File: src/rtl/mux4x1_arbiter_if.sv
// Request/grant bundle between the four requesters and the 4:1 mux arbiter.
// The master side is the requester pool; the slave side is the arbiter.
interface mux4x1_arbiter_if;
  logic [3:0] R;
  logic       Done;
  logic       S1;
  logic       S0;
  logic [3:0] G;
  logic       Valid;
  logic       Timeout;

  modport master (
    output R, Done,
    input  S1, S0, G, Valid, Timeout
  );

  modport slave (
    input  R, Done,
    output S1, S0, G, Valid, Timeout
  );
endinterface

File: src/rtl/mux4x1_arbiter.sv
// Round-robin arbiter driving the 4:1 mux select lines, with a per-grant hold
// limit so one requester cannot monopolise the shared output line.
module mux4x1_arbiter #(
  parameter int HOLD_MAX = 8,
  parameter int CW       = 4
) (
  input  logic              Clk,
  input  logic              Rst_n,
  mux4x1_arbiter_if.slave   bus
);

  typedef enum logic {IDLE, GRANT} state_t;

  state_t          state_q, state_d;
  logic [1:0]      last_q, last_d;
  logic [CW-1:0]   cnt_q, cnt_d;
  logic [1:0]      sel_q, sel_d;
  logic [3:0]      g_q, g_d;
  logic            valid_q, valid_d;
  logic            timeout_q, timeout_d;

  logic            rel_done, rel_drop, rel_limit;
  logic [3:0]      req_m;
  logic [2:0]      pick;

  // Search last+1, last+2, last+3, last; the previous owner ranks lowest.
  function automatic logic [2:0] rr_pick(input logic [3:0] req, input logic [1:0] last);
    logic       found;
    logic [1:0] idx;
    logic [1:0] win;
    found = 1'b0;
    win   = last;
    for (int k = 1; k <= 4; k++) begin
      idx = last + 2'(k);
      if (!found && req[idx]) begin
        found = 1'b1;
        win   = idx;
      end
    end
    return {found, win};
  endfunction

  always_ff @(posedge Clk) begin
    if (!Rst_n) begin
      state_q   <= IDLE;
      last_q    <= 2'd3;
      cnt_q     <= '0;
      sel_q     <= 2'd0;
      g_q       <= 4'b0000;
      valid_q   <= 1'b0;
      timeout_q <= 1'b0;
    end else begin
      state_q   <= state_d;
      last_q    <= last_d;
      cnt_q     <= cnt_d;
      sel_q     <= sel_d;
      g_q       <= g_d;
      valid_q   <= valid_d;
      timeout_q <= timeout_d;
    end
  end

  always_comb begin
    state_d   = state_q;
    last_d    = last_q;
    cnt_d     = cnt_q;
    sel_d     = sel_q;
    g_d       = g_q;
    valid_d   = valid_q;
    timeout_d = 1'b0;
    rel_done  = 1'b0;
    rel_drop  = 1'b0;
    rel_limit = 1'b0;
    req_m     = bus.R;
    pick      = 3'b000;

    case (state_q)
      IDLE: begin
        pick = rr_pick(bus.R, last_q);
        if (pick[2]) begin
          sel_d   = pick[1:0];
          g_d     = 4'b0001 << pick[1:0];
          valid_d = 1'b1;
          cnt_d   = '0;
          state_d = GRANT;
        end else begin
          g_d     = 4'b0000;
          valid_d = 1'b0;
        end
      end

      GRANT: begin
        rel_done  = bus.Done;
        rel_drop  = !bus.R[sel_q];
        rel_limit = (cnt_q == CW'(HOLD_MAX - 1));
        if (rel_done || rel_drop || rel_limit) begin
          last_d = sel_q;
          // A voluntary release or drop hides the old owner; a timeout does not.
          if (rel_done || rel_drop) req_m[sel_q] = 1'b0;
          pick      = rr_pick(req_m, sel_q);
          timeout_d = rel_limit && !rel_done && !rel_drop;
          if (pick[2]) begin
            sel_d   = pick[1:0];
            g_d     = 4'b0001 << pick[1:0];
            valid_d = 1'b1;
            cnt_d   = '0;
          end else begin
            g_d     = 4'b0000;
            valid_d = 1'b0;
            state_d = IDLE;
          end
        end else begin
          cnt_d = cnt_q + 1'b1;
        end
      end

      default: state_d = IDLE;
    endcase
  end

  assign bus.S1      = sel_q[1];
  assign bus.S0      = sel_q[0];
  assign bus.G       = g_q;
  assign bus.Valid   = valid_q;
  assign bus.Timeout = timeout_q;

endmodule

File: src/flat_wrapper.sv
// flat-port wrapper written by rule: the top's interface ports become plain ports
module mux4x1_arbiter_flat 
#(
  parameter int HOLD_MAX = 8,
  parameter int CW       = 4
)
  (Clk, Rst_n, bus_R, bus_Done, bus_S1, bus_S0, bus_G, bus_Valid, bus_Timeout);
  mux4x1_arbiter_if bus_i ();
  input  logic Clk;
  input  logic Rst_n;
  input wire logic [$bits(bus_i.R)-1:0] bus_R;
  input wire logic [$bits(bus_i.Done)-1:0] bus_Done;
  output wire logic [$bits(bus_i.S1)-1:0] bus_S1;
  output wire logic [$bits(bus_i.S0)-1:0] bus_S0;
  output wire logic [$bits(bus_i.G)-1:0] bus_G;
  output wire logic [$bits(bus_i.Valid)-1:0] bus_Valid;
  output wire logic [$bits(bus_i.Timeout)-1:0] bus_Timeout;
  assign bus_i.R = bus_R;
  assign bus_i.Done = bus_Done;
  assign bus_S1 = bus_i.S1;
  assign bus_S0 = bus_i.S0;
  assign bus_G = bus_i.G;
  assign bus_Valid = bus_i.Valid;
  assign bus_Timeout = bus_i.Timeout;
  mux4x1_arbiter #(.HOLD_MAX(HOLD_MAX), .CW(CW)) u_core (.Clk(Clk), .Rst_n(Rst_n), .bus(bus_i));
endmodule
File: config.mk
export PLATFORM = sky130hd
export DESIGN_NAME = mux4x1_arbiter_flat
export DESIGN_NICKNAME = d
export VERILOG_FILES = /design/src/rtl/mux4x1_arbiter_if.sv /design/src/rtl/mux4x1_arbiter.sv /design/src/flat_wrapper.sv
export SDC_FILE = /design/constraint.sdc
export NUM_CORES = 1
export LEC_CHECK = 0
export ABC_CLOCK_PERIOD_IN_PS = 3150
export CORE_MARGIN = 4
export CORE_UTILIZATION = 35
export DETAILED_ROUTE_END_ITERATION = 6
export HOLD_SLACK_MARGIN = 0.12
export MAX_ROUTING_LAYER = met4
export PLACE_DENSITY_LB_ADDON = 0.25
export SYNTH_ARGS = -nofsm -noshare
export SYNTH_HDL_FRONTEND = slang
export SYNTH_SLANG_ARGS = --single-unit
File: constraint.sdc
create_clock -name Clk -period 3.15 [get_ports Clk]
set_input_delay 0.315 -clock Clk [delete_from_list [all_inputs] [get_ports Clk]]
set_output_delay 0.315 -clock Clk [all_outputs]
set_load 0.03 [all_outputs]
==> run metrics, run 1 <==
slew margin rel. 0.404; crit end category register; CTS tree yes; async set-reset flop share out of synthesis 0; switching share of power 0.496; total power 1.48 mW; final setup margin 0.160 ns; status completed; crit-path max FO 18; Ant. Diodes 0; met1 Track Usage GR 0.232; Post-CTS Setup Bufs 0; P&R area growth vs syn 20.2%; GR Layer Usage met3 0.0369; Hold Violations, Final 0; Setup CP Type reg -> reg; P_leak 0.623 nW; die area 5060 µm²; vias in the first global route 1387; row cnt 22; WL per Instance 16.0 µm; maximum vdd drop 323 µV; layout cell share with drive strength beyond 1 0.141; Final nets 212; Hold Path Class reg -> reg; PostCTS Resize Cnt 0; DR vias 1542; Mapped Cells 179; synthesized flop and latch total 15; flop-to-flop setup slack 0.16 ns; Mapped Area 1400 µm²; Die Width 71.2 µm; io pins 15; maxcap violations 0; clock share of power 0.106; clk_lat worst skew 0.25 ns; antenna violations before repair 0; Post-Place Setup Slack 0.0573 ns; Final period util 0.949; pin count of the biggest net entering global routing 24; CP Launch Type register; CTS Hold Bufs 0; most frequent cells in the layout 15 x o21ai_0, 14 x clkdlybuf4s50_1, 14 x buf_4, 14 x dfxtp_1, 11 x nor2_1; Net Switching 0.734 mW; Final ANT Viol Nets 0; Seq pwr share 0.179; Die Span Y 71.2 µm; GP Congestion 0.971; post-DP HPWL 3.03 mm; clk sinks 15; clock period minus worst slack 2.99 ns; initial core utilization 0.370; CTS buffer count 3; final setup skew 0.00451 ns; DRT iter0 DRCs 162; prevailing post-synth register cell dfxtp_1; clock tree buffer depth 2; Max Freq 334 MHz; Root Buffer clkbuf_8; GR Overflow Total 0; first drt pass iteration count 4; Crit path arrival time 3.13 ns; Comb pwr share 0.715; Pwr per Cell Area 882 nW/µm²; number of flops mapped to enable cells by yosys 0; Worst Path Required 3.29 ns; RSZ-0062 raised after global routing false; most common cell after layout, fill and taps aside o21ai_0; first-pass GRT wire length 6.62 mm; GRT busiest layer met1; H-tree Lvls 1; clock-pin slew on the worst setup and hold paths 0.06 ns; vias per inst 6.24; Synthesis Warnings 0; DRT Wirelength 3.96 mm; Pins Over Slew Limit 0; sequential share of the synthesized area 0.215; final setup fails 0; GRT Util Overall 0.164; Core ar. 3770 µm²; DRC viols 0; Mapped Avg Cell Area 7.80 µm²; synthesized net count 191; Slew @ Worst Pin 0.882 ns; Yosys cell types 55; Port Buf Inserts 14; Power Internal 0.747 mW; met2 usage 0.232
[routing by layer]
metal | vias to the layer above | share of wire
met3 | 14 | 0.085
met4 | 0 | 0.016
met5 | - | 0
met1 | 709 | 0.44
met2 | 79 | 0.46
li1 | 740 | -
[cell usage after synthesis (5+ instances only)]
| cell | count | area [µm²] |
|---|---|---|
| nand2_1 | 9 | 33.8 |
| ha_1 | 5 | 62.6 |
| nand2b_1 | 8 | 50.1 |
| nand3_1 | 7 | 35.0 |
| nand4_1 | 6 | 37.5 |
| o211ai_1 | 5 | 37.5 |
| a31oi_1 | 7 | 43.8 |
| o21ai_0 | 15 | 75.1 |
| dfxtp_1 | 15 | 300 |
| inv_1 | 7 | 26.3 |
| nor2_1 | 11 | 41.3 |
| a21oi_1 | 10 | 50.1 |
[metrics by stage]
stage          hold slack, ns  TNS, ns  area [µm²]  utilization  cells
2_1_floorplan           0.445        0        1400            -    179
3_5_place_dp            0.474        0        1630        0.433    243
5_1_grt                 0.498        0        1680        0.445    247
6_report                0.489        0        1680        0.445    247
3_3_place_gp            0.460   -0.236        1630        0.433    243
4_1_cts                 0.489        0        1680        0.445    247
[area by class of cell]
cell class / instances / area (µm²)
Clock buffer: 3 / 41.3
Sequential cell: 15 / 302
Timing Repair Buffer: 28 / 245
Multi-Input combinational cell: 144 / 995
Tap cell: 48 / 60.1
Clock inverter: 1 / 5.00
Inverter: 8 / 30.0
Fill cell: 367 / 2090
[cells by family (layout without fill, tap and decap cells)]
kind of cell / count (synthesis) / count (layout) / synth area share
fa+ha+maj: 5 / 5 / 0.0448
flops: 15 / 15 / 0.215
mux: 3 / 3 / 0.0314
compound gates: 72 / 72 / 0.373
simple gates: 64 / 64 / 0.263
buf+inv: 20 / 40 / 0.0726
[flip-flops by register name, summed over array words and instances, names as in the netlist]
signal	flops
u_core.last_q	2
u_core.bus.Timeout	1
u_core.bus.G	4
u_core.sel_q	2
u_core.state_q	1
u_core.cnt_q	4
u_core.bus.Valid	1
[path summary, 6_finish.rpt]
kind	start	endpoint	depth (start not counted)
worst min-delay path	u_core.cnt_q[1]	u_core.cnt_q[1]	2
worst min register to register	u_core.cnt_q[1]	u_core.cnt_q[1]	2
worst max-delay path	u_core.sel_q[1]	u_core.sel_q[1]	9
worst max register to register	u_core.sel_q[1]	u_core.sel_q[1]	9
[critical path, stage by stage, from the launching register on]
cell,delay [ns]
dfxtp_2,0.32
buf_4,0.25
mux2i_1,0.42
o221ai_1,0.20
a32oi_1,0.28
buf_4,0.17
o211ai_1,0.13
o41ai_1,0.75
a211oi_1,0.10
a32o_1,0.26
[power groups by stage]
stage               Clock, mW  Combinational, mW  Sequential [mW]
finish                  0.156               1.06            0.266
global route            0.168               1.15            0.274
global placement            0               1.05            0.268
detailed placement          0               1.03            0.270
CTS                     0.161               1.04            0.266
floorplan                   0              0.685            0.336
Note: power is estimated with default switching activity, not from simulation.
==> inputs of run 2 (changes only) <==
--- a/config.mk
+++ b/config.mk
@@ -6,6 +6,7 @@
 export NUM_CORES = 1
 export LEC_CHECK = 0
 export ABC_CLOCK_PERIOD_IN_PS = 3150
+export CAP_MARGIN = 20
 export CORE_MARGIN = 4
 export CORE_UTILIZATION = 35
 export DETAILED_ROUTE_END_ITERATION = 6
==> results of run 2 <==
Final layout, timing and power as in run 1 (identical DEF).
==> inputs of run 3 (changes only) <==
--- a/config.mk
+++ b/config.mk
@@ -9,6 +9,7 @@
 export CAP_MARGIN = 20
 export CORE_MARGIN = 4
 export CORE_UTILIZATION = 35
+export CTS_CLUSTER_DIAMETER = 30
 export DETAILED_ROUTE_END_ITERATION = 6
 export HOLD_SLACK_MARGIN = 0.12
 export MAX_ROUTING_LAYER = met4
==> results of run 3 <==
Final layout, timing and power as in run 1 (identical DEF).
